--- src/rtl/tl45_pkg.sv ---
// rtl/tl45_pkg.sv - shared TL45 opcodes and memory-stage state encoding
package tl45_pkg;

    localparam logic [4:0] OP_NOP = 5'h00;
    localparam logic [4:0] OP_ADD = 5'h01;
    localparam logic [4:0] OP_BR  = 5'h0C;
    localparam logic [4:0] OP_LW  = 5'h0E;
    localparam logic [4:0] OP_SW  = 5'h0F;

    typedef enum logic [1:0] {
        MEM_IDLE = 2'd0,
        MEM_REQ  = 2'd1,
        MEM_WAIT = 2'd2
    } mem_state_e;

    function automatic logic is_mem_op(input logic [4:0] op);
        return (op == OP_LW) || (op == OP_SW);
    endfunction

endpackage

--- src/rtl/tl45_wb_master.sv ---
// rtl/tl45_wb_master.sv - single-word pipelined Wishbone request/response engine
module tl45_wb_master #(
    parameter int AW = 30
) (
    input  logic          clk_i,
    input  logic          resetn_i,
    input  logic          start_i,
    input  logic          we_i,
    input  logic [AW-1:0] addr_i,
    input  logic [31:0]   wdata_i,
    output logic          busy_o,
    output logic          done_o,
    output logic          err_o,
    output logic          wb_cyc_o,
    output logic          wb_stb_o,
    output logic          wb_we_o,
    output logic [AW-1:0] wb_addr_o,
    output logic [31:0]   wb_data_o,
    input  logic          wb_ack_i,
    input  logic          wb_stall_i,
    input  logic          wb_err_i
);
    import tl45_pkg::*;

    mem_state_e    state_q, state_d;
    logic          cyc_q, cyc_d;
    logic          stb_q, stb_d;
    logic          we_q, we_d;
    logic [AW-1:0] addr_q, addr_d;
    logic [31:0]   data_q, data_d;

    // Bus state register; reset drops cyc/stb immediately, abandoning any transfer
    always_ff @(posedge clk_i) begin
        if (!resetn_i) begin
            state_q <= MEM_IDLE;
            cyc_q   <= 1'b0;
            stb_q   <= 1'b0;
            we_q    <= 1'b0;
            addr_q  <= '0;
            data_q  <= '0;
        end else begin
            state_q <= state_d;
            cyc_q   <= cyc_d;
            stb_q   <= stb_d;
            we_q    <= we_d;
            addr_q  <= addr_d;
            data_q  <= data_d;
        end
    end

    // Handshake: issue, hold stb through slave stall, then wait for ack/err (err wins)
    always_comb begin
        state_d = state_q;
        cyc_d   = cyc_q;
        stb_d   = stb_q;
        we_d    = we_q;
        addr_d  = addr_q;
        data_d  = data_q;
        done_o  = 1'b0;
        err_o   = 1'b0;
        case (state_q)
            MEM_IDLE: begin
                if (start_i) begin
                    cyc_d   = 1'b1;
                    stb_d   = 1'b1;
                    we_d    = we_i;
                    addr_d  = addr_i;
                    data_d  = wdata_i;
                    state_d = MEM_REQ;
                end
            end
            MEM_REQ: begin
                if (!wb_stall_i) begin
                    stb_d   = 1'b0;
                    state_d = MEM_WAIT;
                    if (wb_err_i || wb_ack_i) begin
                        cyc_d   = 1'b0;
                        state_d = MEM_IDLE;
                        err_o   = wb_err_i;
                        done_o  = !wb_err_i;
                    end
                end
            end
            MEM_WAIT: begin
                if (wb_err_i || wb_ack_i) begin
                    cyc_d   = 1'b0;
                    state_d = MEM_IDLE;
                    err_o   = wb_err_i;
                    done_o  = !wb_err_i;
                end
            end
            default: begin
                state_d = MEM_IDLE;
                cyc_d   = 1'b0;
                stb_d   = 1'b0;
            end
        endcase
    end

    assign busy_o    = (state_q != MEM_IDLE);
    assign wb_cyc_o  = cyc_q;
    assign wb_stb_o  = stb_q;
    assign wb_we_o   = we_q;
    assign wb_addr_o = addr_q;
    assign wb_data_o = data_q;

endmodule

--- src/rtl/tl45_memory.sv ---
// rtl/tl45_memory.sv - TL45 memory-access pipeline stage
module tl45_memory #(
    parameter int AW = 30
) (
    input  logic          i_clk,
    input  logic          i_reset,
    input  logic          i_pipe_stall,
    output logic          o_pipe_stall,
    input  logic [4:0]    i_opcode,
    input  logic [3:0]    i_dr,
    input  logic [31:0]   i_value,
    input  logic [31:0]   i_st_val,
    output logic [3:0]    o_dr,
    output logic [31:0]   o_value,
    output logic [3:0]    o_of_reg,
    output logic [31:0]   o_of_val,
    output logic          o_of_valid,
    output logic          o_bus_err,
    output logic          o_wb_cyc,
    output logic          o_wb_stb,
    output logic          o_wb_we,
    output logic [AW-1:0] o_wb_addr,
    output logic [31:0]   o_wb_data,
    output logic [3:0]    o_wb_sel,
    input  logic          i_wb_ack,
    input  logic          i_wb_stall,
    input  logic          i_wb_err,
    input  logic [31:0]   i_wb_data
);
    import tl45_pkg::*;

    logic        is_lw, is_mem, aligned;
    logic        busy, mst_done, mst_err, complete;
    logic        mem_go, start;

    logic [3:0]  dr_q, dr_d;
    logic [31:0] value_q, value_d;
    logic        bus_err_q, bus_err_d;
    // Set once the held upstream instruction has finished its transfer, so it is not re-issued
    logic        done_q, done_d;
    logic        lw_q, lw_d;
    logic [3:0]  tdr_q, tdr_d;
    logic        pend_valid_q, pend_valid_d;
    logic [3:0]  pend_dr_q, pend_dr_d;
    logic [31:0] pend_value_q, pend_value_d;
    logic [3:0]  res_dr;
    logic [31:0] res_value;

    assign is_lw    = (i_opcode == OP_LW);
    assign is_mem   = is_mem_op(i_opcode);
    assign aligned  = (i_value[1:0] == 2'b00);
    assign complete = mst_done | mst_err;
    assign mem_go   = !busy && is_mem && aligned && !done_q;
    assign start    = mem_go && !i_pipe_stall;

    assign o_pipe_stall = i_pipe_stall | mem_go | busy;

    tl45_wb_master #(.AW(AW)) u_wb (
        .clk_i      (i_clk),
        .resetn_i   (i_reset),
        .start_i    (start),
        .we_i       (i_opcode == OP_SW),
        .addr_i     (i_value[AW+1:2]),
        .wdata_i    (i_st_val),
        .busy_o     (busy),
        .done_o     (mst_done),
        .err_o      (mst_err),
        .wb_cyc_o   (o_wb_cyc),
        .wb_stb_o   (o_wb_stb),
        .wb_we_o    (o_wb_we),
        .wb_addr_o  (o_wb_addr),
        .wb_data_o  (o_wb_data),
        .wb_ack_i   (i_wb_ack),
        .wb_stall_i (i_wb_stall),
        .wb_err_i   (i_wb_err)
    );

    // Stage output, error flag, in-flight transfer context and stalled-completion buffer
    always_ff @(posedge i_clk) begin
        if (!i_reset) begin
            dr_q         <= '0;
            value_q      <= '0;
            bus_err_q    <= 1'b0;
            done_q       <= 1'b0;
            lw_q         <= 1'b0;
            tdr_q        <= '0;
            pend_valid_q <= 1'b0;
            pend_dr_q    <= '0;
            pend_value_q <= '0;
        end else begin
            dr_q         <= dr_d;
            value_q      <= value_d;
            bus_err_q    <= bus_err_d;
            done_q       <= done_d;
            lw_q         <= lw_d;
            tdr_q        <= tdr_d;
            pend_valid_q <= pend_valid_d;
            pend_dr_q    <= pend_dr_d;
            pend_value_q <= pend_value_d;
        end
    end

    // Next-state: pass-through, bubbles for memory ops, completion capture or buffering
    always_comb begin
        dr_d         = dr_q;
        value_d      = value_q;
        bus_err_d    = bus_err_q;
        done_d       = done_q;
        lw_d         = lw_q;
        tdr_d        = tdr_q;
        pend_valid_d = pend_valid_q;
        pend_dr_d    = pend_dr_q;
        pend_value_d = pend_value_q;
        res_dr       = '0;
        res_value    = value_q;

        if (start) begin
            lw_d  = is_lw;
            tdr_d = i_dr;
        end

        if (complete) begin
            done_d = 1'b1;
            if (mst_err) begin
                bus_err_d = 1'b1;
            end else if (lw_q) begin
                res_dr    = tdr_q;
                res_value = i_wb_data;
            end
            if (i_pipe_stall) begin
                pend_valid_d = 1'b1;
                pend_dr_d    = res_dr;
                pend_value_d = res_value;
            end else begin
                dr_d    = res_dr;
                value_d = res_value;
            end
        end else begin
            if (!o_pipe_stall) begin
                done_d = 1'b0;
            end
            if (!busy && !i_pipe_stall) begin
                if (pend_valid_q) begin
                    dr_d         = pend_dr_q;
                    value_d      = pend_value_q;
                    pend_valid_d = 1'b0;
                end else if (done_q) begin
                    dr_d = '0;
                end else if (is_mem) begin
                    dr_d = '0;
                    if (!aligned) begin
                        bus_err_d = 1'b1;
                    end
                end else begin
                    dr_d    = i_dr;
                    value_d = i_value;
                end
            end
        end
    end

    assign o_dr       = dr_q;
    assign o_value    = value_q;
    assign o_bus_err  = bus_err_q;
    assign o_wb_sel   = 4'hF;
    assign o_of_reg   = i_dr;
    assign o_of_val   = is_mem ? value_q : i_value;
    assign o_of_valid = !is_mem || (is_lw && done_q && !pend_valid_q);

endmodule

--- config.mk ---
export PLATFORM = sky130hd
export DESIGN_NAME = tl45_memory
export DESIGN_NICKNAME = d
export VERILOG_FILES = /design/src/rtl/tl45_pkg.sv /design/src/rtl/tl45_wb_master.sv /design/src/rtl/tl45_memory.sv
export SDC_FILE = /design/constraint.sdc
export NUM_CORES = 1
export LEC_CHECK = 0
export ABC_AREA = 0
export BUFFER_PORTS_ARGS = -buffer_cell sky130_fd_sc_hd__clkbuf_2
export CAP_MARGIN = 30
export CORE_MARGIN = 2
export CORE_UTILIZATION = 53
export CTS_CLUSTER_DIAMETER = 200
export DETAILED_ROUTE_END_ITERATION = 16
export PLACE_DENSITY = 0.95
export SLEW_MARGIN = 20
export SYNTH_ARGS = -nofsm -noshare
export SYNTH_HDL_FRONTEND = slang
export SYNTH_SLANG_ARGS = --single-unit
--- constraint.sdc ---
create_clock -name i_clk -period 4.7 [get_ports i_clk]
set_input_delay 0.47 -clock i_clk [delete_from_list [all_inputs] [get_ports i_clk]]
set_output_delay 0.47 -clock i_clk [all_outputs]
set_load 0.02 [all_outputs]
==> impl_results.md, run 1 <==
- Worst reg2reg endpoint: pend_value_q[6]
- Worst EP required: 5.01 ns
- Syn avg cell area: 8.33 um2
- Xor and xnor area share after synthesis: 0%
- Final min period: 2.90 ns
- Largest net degree at the start of global routing: 91
- Max Buffers Root-to-Sink: 2
- Most frequent cells in the layout: 250 x clkbuf_2, 175 x nand2_1, 146 x dfxtp_1
- Routed WL: 20400 um
- Num CTS Buffers: 17
- Worst IR drop on VDD: 0.000187 V
- Die footprint: 13700 um2
- Antenna cells: 0
- CP Launch Type: register
- Initial DRT Pass Iterations: 6
- GRT Util Overall: 28.5%
- P_leak: 3.49 nW
- Buf/Inv on CP: 3
- Synth top area cells: dfxtp_1 43%, nand2_1 9.7%, mux2i_1 7.7%
- Via count: 6818
- Remaining DRCs: 0
- # IOs: 255
- Critical Path AT: 3.21 ns
- Area leader, netlist: dfxtp_1
- CP top delay family: buffers and inverters
- Row count: 41
- Met1 GRT Util: 33.2%
- Worst-path cell with the longest stage delay: and2_2
- Antenna violations before repair: 0
- Post-CTS Resized: 0
- Worst r2r src: u_wb.state_q[0]
- EDFF count, synth: 0
- Routed length per instance: 16.9 um
- Crit path max fanout: 42
- Iteration-0 DRC Markers: 632
- Largest family of logic cells by synthesized area: compound AO/OA/AOI/OAI gates
- Hold_sp: i_st_val[0]
- Mapped cell area: 6800 um2
- Vias/cell: 5.65
- Final Hold Fails: 0
- CTS tree: yes
- Number of port buffers: 250
- Setup TNS: 0 ns
- Clock sink count: 147
- # hold bufs at CTS: 0
- Simple-gate area share of the yosys netlist: 17.0%
- Crit-path cells: inv_1, ha_1, o21ai_0, a21oi_4, buf_4, and2_2, buf_12, nor2_1, a211oi_1
- Worst-path clk slew: 0.06 ns
- Core ar.: 12600 um2
- Synthesis-stage register bit count: 147
- Slowest Stage Delay on Critical Path: 0.64 ns
- YS warnings: 0
- Met3 GRT Util: 7.21%
- Hold path depth: 3
- Vias in the first global route: 6182
- Hold EP: u_wb.wb_data_o[0]
- H-tree Lvls: 4
- Clk Latency, worst-skew pair: 0.42 ns
- Die height: 117 um
- Async SR Flop Fraction: 0%
- Final setup violation count: 0
- Register area share after synthesis: 43.3%
- Setup repair bufs after CTS: 0
- Die W: 117 um
- Reg2Reg Depth: 9
- Slew HR: 34.1%
- Fmax: 0.344 GHz
- Setup repair after global routing missed its margin: false
- Critical Path Sink Type: register
- Setup Crit Path Kind: reg2reg
- Pwr dens: 408 nW/um2
- Worst Tran Pin Value: 0.988 ns
- Utilization after layout: 68.6%
- Multiplexer share of the synthesized area: 13.0%
- Most common cell after layout, fill and taps aside: clkbuf_2
- GRT overflow: 0
- HP Class: in2reg
- First-pass GRT wire length: 30500 um
- Status: finished clean
- Max Slew Vio Count: 0
- Synth top area share: 43.3%
- Clock skew: 0.00969 ns
- Syn Inst Count: 816
- Placer Congestion: 0.792
- Adder-cell share of the synthesized area: 0.736%
- Post-synthesis compound-gate area fraction: 19.9%
- # Max-Cap Violations: 0
- Top FF cell, synth: dfxtp_1
- GRT busiest layer: met2
- Met2 usage: 49.5%
- Share of cells above drive strength 1: 34.7%
- Detailed Place HPWL: 13300 um
- Clock Tree Root: clkbuf_16
- Area Overhead vs Synth: 26.9%
- Synth cell types: 41
- ANT nets after route: 0
- Initial Utilization: 54.1%
- Crit share post-route: 61.8%
- Final #Nets: 1137
- R2r setup slk: 1.80 ns
==> power by group <==
group          internal [mW]  switching [mW]  total, mW
clock                  0.835           0.532       1.37
combinational          0.278           0.458      0.737
sequential              1.33          0.0851       1.42
==> worst min-delay path: cells and delay by family <==
family                 cells  cell delay (ns)
buffers and inverters      1             0.08
AND/OR/NAND/NOR            1             0.05
AO/OA/AOI/OAI              1             0.05
==> cells in the mapped netlist (6+ instances only) <==
cell,number
nand2_1,175
dfxtp_1,147
a21oi_1,87
nor2_1,72
mux2i_1,52
o21ai_0,49
clkbuf_1,39
mux2_2,32
a211oi_1,31
o221a_2,26
buf_2,22
inv_1,10
buf_4,9
a31oi_1,7
nand3_1,7
nor3_1,6
==> cell families after synthesis <==
family | count (synthesis)
simple gates | 280
compound gates | 212
flops | 147
buf+inv | 88
mux | 84
fa+ha+maj | 4
other cells | 1
==> sequential cells by signal, summed over array words and instances (netlist names) <==
name / flops
u_wb.wb_addr_o: 30
u_wb.wb_cyc_o: 1
u_wb.wb_stb_o: 1
u_wb.wb_data_o: 32
tdr_q: 4
pend_dr_q: 4
pend_valid_q: 1
u_wb.state_q: 2
pend_value_q: 32
o_value: 32
o_bus_err: 1
done_q: 1
o_dr: 4
u_wb.wb_we_o: 1
lw_q: 1
==> layer usage <==
layer  part of all wire [%]  vias to the layer above
li1                       -                     3242
met4                    2.4                        0
met1                     39                     3172
met5                      0                        -
met2                     50                      364
met3                    8.4                       40
==> area by class of cell <==
| cell class | instances | area (um2) |
|---|---|---|
| clock inverters | 13 | 161 |
| well taps | 172 | 215 |
| flip-flops and latches | 147 | 2940 |
| inverters | 11 | 42.5 |
| clock buffers | 19 | 433 |
| repair buffers | 261 | 1360 |
| fillers | 982 | 3950 |
| multi-input cells | 584 | 3470 |
==> how the worst max path moves through the flow <==
stage               cells past startpoint            start               to
floorplan                               9  u_wb.state_q[0]       o_value[3]
global placement                        8      i_opcode[4]    u_wb.wb_stb_o
detailed placement                      8      i_opcode[4]    u_wb.wb_stb_o
CTS                                     9  u_wb.state_q[0]       o_value[4]
global route                            9  u_wb.state_q[0]      o_value[14]
finish                                  9  u_wb.state_q[0]  pend_value_q[6]
==> through the flow <==
| stage | std cells | worst slack (ns) | instance area, um2 | hold slack (ns) | total power, mW |
|---|---|---|---|---|---|
| after detailed placement | 1175 | 1.68 | 8030 | 0.446 | 2.16 |
| after global placement | 1174 | 1.75 | 8010 | 0.441 | 2.15 |
| after floorplan | 819 | 2.68 | 6810 | 0.437 | 1.91 |
| after CTS | 1207 | 1.86 | 8620 | 0.259 | 3.53 |
| final | 1207 | 1.80 | 8620 | 0.277 | 3.52 |
| after global routing | 1207 | 1.65 | 8620 | 0.263 | 3.67 |
(Power assumes the default switching activity.)
==> inputs of run 2 (changes only) <==
--- a/config.mk
+++ b/config.mk
@@ -5,14 +5,14 @@
 export SDC_FILE = /design/constraint.sdc
 export NUM_CORES = 1
 export LEC_CHECK = 0
-export ABC_AREA = 0
+export ABC_AREA = 1
 export BUFFER_PORTS_ARGS = -buffer_cell sky130_fd_sc_hd__clkbuf_2
 export CAP_MARGIN = 30
 export CORE_MARGIN = 2
-export CORE_UTILIZATION = 53
+export CORE_UTILIZATION = 51
 export CTS_CLUSTER_DIAMETER = 200
 export DETAILED_ROUTE_END_ITERATION = 16
-export PLACE_DENSITY = 0.95
+export PLACE_DENSITY = 0.92
 export SLEW_MARGIN = 20
 export SYNTH_ARGS = -nofsm -noshare
 export SYNTH_HDL_FRONTEND = slang
==> constraint.sdc (replaced) <==
create_clock -name i_clk -period 2.9 [get_ports i_clk]
set_input_delay 0.29 -clock i_clk [delete_from_list [all_inputs] [get_ports i_clk]]
set_output_delay 0.29 -clock i_clk [all_outputs]
set_load 0.02 [all_outputs]
==> impl_results.md, run 2 <==
- Status: finished clean
- Crit share post-route: 85.3%
- # IOs: 255
- Routed WL: 24200 um
- Antenna violations before repair: 0
- Synth top area share: 38.3%
- Die W: 127 um
- ANT nets after route: 0
- Setup Crit Path Kind: reg2reg
- Register area share after synthesis: 38.3%
- First-pass GRT wire length: 38500 um
- Pwr dens: 556 nW/um2
- Critical Path AT: 2.79 ns
- Fmax: 0.404 GHz
- Final #Nets: 1521
- Critical Path Sink Type: register
- Commonest cells post-synth: 394 x nand2_1, 170 x nand3_1, 147 x dfxtp_1, 110 x a21oi_1, 80 x nor2_1
- Clock skew: 0.00661 ns
- Share of cells above drive strength 1: 23.7%
- Worst EP required: 3.22 ns
- Setup TNS: 0 ns
- Area Overhead vs Synth: 24.1%
- Worst-path clk slew: 0.06 ns
- Routed length per instance: 15.1 um
- Number of port buffers: 250
- Top FF cell, synth: dfxtp_1
- Post-CTS Resized: 0
- Synthesis-stage register bit count: 147
- Syn Inst Count: 1206
- P_leak: 4.79 nW
- Setup repair bufs after CTS: 0
- Initial DRT Pass Iterations: 6
- Placer Congestion: 0.874
- Remaining DRCs: 0
- Area leader, netlist: dfxtp_1
- Synth top area cells: dfxtp_1 38%, nand2_1 19%, nand3_1 11%
- Vias/cell: 5.40
- Clock Tree Root: clkbuf_16
- GRT Util Overall: 29.5%
- Synth cell types: 32
- Largest net degree at the start of global routing: 69
- Die footprint: 16100 um2
- Utilization after layout: 65.2%
- Final min period: 2.47 ns
- WHS: 0.0912 ns
- H-tree Lvls: 4
- Max Buffers Root-to-Sink: 2
- Die height: 127 um
- Core ar.: 14600 um2
- Worst Tran Pin Value: 0.771 ns
- Setup repair after global routing missed its margin: false
- CTS tree: yes
- Detailed Place HPWL: 16200 um
- Clk Latency, worst-skew pair: 0.42 ns
- Max Slew Vio Count: 0
- GRT overflow: 0
- Syn avg cell area: 6.38 um2
- EDFF count, synth: 0
- HP Class: in2reg
- Initial Utilization: 52.5%
- Final setup violation count: 0
- Crit path max fanout: 34
- CP Launch Type: register
- Mapped cell area: 7690 um2
- Via count: 8662
- Async SR Flop Fraction: 0%
- Iteration-0 DRC Markers: 880
- YS warnings: 0
- # hold bufs at CTS: 0
- Most common cell after layout, fill and taps aside: nand2_1
- Vias in the first global route: 7981
- Clock sink count: 147
- Cell Count Post-Placement: 1571
- Worst IR drop on VDD: 0.000424 V
- # Max-Cap Violations: 0
- Slew HR: 48.6%
- Most frequent cells in the layout: 394 x nand2_1, 250 x clkbuf_2, 170 x nand3_1
- Antenna cells: 0
- Row count: 44
- Num CTS Buffers: 17
- Count leader, synth: nand2_1
- Post-route insts no fill: 1603
- Final Hold Fails: 0
==> run 2: cell types whose count changed after synthesis, moves of 24 or more <==
cell	before	now
a211oi_1	31	0
inv_1	10	74
mux2_2	32	0
mux2i_1	52	0
nand2_1	175	394
nand3_1	7	170
o21ai_0	49	73
o221a_2	26	0
==> run 2: layout make-up <==
cell class / instances / area [um2]
clock buffer: 24 / 522
clock inverter: 8 / 120
fill: 1285 / 5100
inverter: 83 / 314
multi-input combinational: 888 / 3970
sequential: 147 / 2940
tap: 184 / 230
timing repair buffer: 269 / 1440
==> run 2: power by group <==
group          total [mW]  leakage, nW  switching (mW)  internal [mW]
sequential           2.14         1.19          0.0608           2.08
combinational       0.799         3.28           0.545          0.255
clock                2.37        0.314           0.856           1.51
total                5.31         4.79            1.46           3.85
==> run 2: worst paths after layout <==
kind / startpoint / to / slack, ns / cells past startpoint
worst min-delay path: i_st_val[9] / u_wb.wb_data_o[9] / 0.09 / 3
worst max register to register: u_wb.state_q[0] / o_value[12] / 0.43 / 11
worst max-delay path: u_wb.state_q[0] / o_value[12] / 0.43 / 11
worst min register to register: u_wb.wb_stb_o / u_wb.wb_stb_o / 0.46 / 2
==> run 2: per-layer routing <==
| metal | GRT usage [%] | wire length, um |
|---|---|---|
| met1 | 36.3 | 9780 |
| met2 | 50.7 | 11800 |
| met5 | 0 | 0 |
| met4 | 9.95 | 443 |
| met3 | 7.09 | 2210 |
==> run 2: through the flow <==
step | setup WS, ns | area, um2 | power [mW]
after CTS | 0.487 | 9550 | 5.31
after detailed placement | 0.563 | 8910 | 2.97
after global placement | 0.629 | 8890 | 2.95
final | 0.426 | 9550 | 5.31
after global routing | 0.305 | 9550 | 5.50
after floorplan | 1.24 | 7700 | 2.69
==> run 2: cells by family after synthesis <==
logic type | count (synthesis) | share of synthesized area (%)
other cells | 1 | 0.0487
buf+inv | 174 | 10.2
compound gates | 189 | 12.5
fa+ha+maj | 4 | 0.651
simple gates | 691 | 38.3
flops | 147 | 38.3
==> run 2: worst max-delay path: stages, from the launching register on <==
cell	delay, ns
dfxtp_1	0.35
inv_1	0.09
ha_1	0.39
buf_4	0.45
nand2_2	0.33
buf_12	0.27
nand2_1	0.07
nand2_1	0.08
nand2_1	0.08
nand3_1	0.10
nand2_1	0.12
inv_1	0.04
==> inputs of run 3 (changes only) <==
--- a/config.mk
+++ b/config.mk
@@ -9,10 +9,11 @@
 export BUFFER_PORTS_ARGS = -buffer_cell sky130_fd_sc_hd__clkbuf_2
 export CAP_MARGIN = 30
 export CORE_MARGIN = 2
-export CORE_UTILIZATION = 51
+export CORE_UTILIZATION = 46
 export CTS_CLUSTER_DIAMETER = 200
 export DETAILED_ROUTE_END_ITERATION = 16
-export PLACE_DENSITY = 0.92
+export PLACE_DENSITY = 0.88
+export REMOVE_ABC_BUFFERS = 1
 export SLEW_MARGIN = 20
 export SYNTH_ARGS = -nofsm -noshare
 export SYNTH_HDL_FRONTEND = slang
==> constraint.sdc (replaced) <==
create_clock -name i_clk -period 2.19 [get_ports i_clk]
set_input_delay 0.219 -clock i_clk [delete_from_list [all_inputs] [get_ports i_clk]]
set_output_delay 0.219 -clock i_clk [all_outputs]
set_load 0.02 [all_outputs]
==> impl_results.md, run 3 (synthesis results as in run 2) <==
- Largest net degree at the start of global routing: 105
- Remaining DRCs: 0
- Vias in the first global route: 8000
- Final min period: 2.04 ns
- Detailed Place HPWL: 16700 um
- Status: finished clean
- Num CTS Buffers: 17
- ANT nets after route: 0
- Critical Path AT: 2.36 ns
- # Max-Cap Violations: 0
- Placer Congestion: 0.833
- Share of cells above drive strength 1: 24.3%
- Cell Count Post-Placement: 1617
- Routed length per instance: 14.9 um
- Final Hold Fails: 0
- Die height: 133 um
- Pwr Total: 6.96 mW
- Critical Path Sink Type: register
- Pwr dens: 719 nW/um2
- Worst IR drop on VDD: 0.000533 V
- Via count: 8742
- Routed WL: 24600 um
- Core ar.: 16500 um2
- Fmax: 0.491 GHz
- Setup Crit Path Kind: reg2reg
- Initial Utilization: 46.7%
- # hold bufs at CTS: 0
- Most frequent cells in the layout: 393 x nand2_1, 250 x clkbuf_2, 170 x nand3_1
- First-pass GRT wire length: 38800 um
- GRT overflow: 0
- CTS tree: yes
- # IOs: 255
- Max Slew Vio Count: 0
- Max Buffers Root-to-Sink: 2
- Die footprint: 17800 um2
- H-tree Lvls: 4
- GRT Util Overall: 26.8%
- Antenna cells: 0
- Setup repair after global routing missed its margin: false
- Worst EP required: 2.51 ns
- Initial DRT Pass Iterations: 8
- Clock Tree Root: clkbuf_16
- WHS: 0.0289 ns
- Final setup violation count: 0
- Post-route insts no fill: 1649
- Clk Latency, worst-skew pair: 0.42 ns
- Die W: 133 um
- Worst-path clk slew: 0.06 ns
- Worst Tran Pin Value: 0.526 ns
- Area Overhead vs Synth: 25.9%
- Slew HR: 64.9%
- Vias/cell: 5.30
- P_leak: 4.81 nW
- Iteration-0 DRC Markers: 621
- Final #Nets: 1531
- Clock sink count: 147
- CP Launch Type: register
- Row count: 47
- Most common cell after layout, fill and taps aside: nand2_1
- Crit path max fanout: 14
- Crit share post-route: 93.1%
- Antenna violations before repair: 0
- Fillers: 1516
- HP Class: in2reg
- Clock skew: 0.00968 ns
- Number of port buffers: 250
-- run 3: path summary, 6_finish.rpt --
check                startpoint                  to  slack, ns  cells past startpoint
min reg2reg  u_wb.wb_data_o[30]  u_wb.wb_data_o[30]       0.46                      2
min                 i_st_val[0]   u_wb.wb_data_o[0]       0.03                      3
max reg2reg     u_wb.state_q[0]         o_value[10]       0.15                     12
max             u_wb.state_q[0]         o_value[10]       0.15                     12
-- run 3: layer usage --
metal  wire (um)  vias up  track usage (%)
met1        9980     3972             31.5
li1            -     4282                -
met5           0        -                0
met3        2150       44             6.20
met2       12000      444             47.8
met4         462        0             9.63
-- run 3: final cells by class --
type,count,area (um2),area share [%]
Tap cell,220,275,2.84
Inverter,83,314,3.24
Clock inverter,13,185,1.91
Multi-Input combinational cell,888,3980,41.1
Sequential cell,147,2940,30.4
Timing Repair Buffer,279,1550,16.0
Clock buffer,19,433,4.47
-- run 3: stage by stage --
step                      setup slack, ns  setup TNS, ns  area [um2]  util [%]
after global placement              0.319              0        9060      55.0
after floorplan                    -0.864         -88.88        7230         -
final                               0.152              0        9680      58.8
after global routing              0.00578              0        9680      58.8
after detailed placement            0.158              0        9060      55.0
after CTS                           0.129              0        9680      58.8
-- run 3: critical path: stages (launching register included) --
cell and delay, ns:
dfxtp_1 0.32, inv_1 0.11, ha_1 0.21, inv_1 0.09, nand2_1 0.16, nand3_4 0.18, o21ai_2 0.11, nand2_2 0.19
inv_2 0.11, buf_4 0.23, nand3_1 0.10, nand2_1 0.09, inv_1 0.04
-- run 3: timing repair --
item,CTS,global route
gates resized for setup,0,1
endpoints found under the setup margin,0,8
buffers inserted,0,0
-- run 3: power breakdown --
group          leakage [nW]  internal [mW]  total [mW]  switching (mW)
Clock                 0.285           1.90        3.04            1.14
Sequential             1.19           2.76        2.83          0.0794
Combinational          3.33          0.354        1.08           0.729
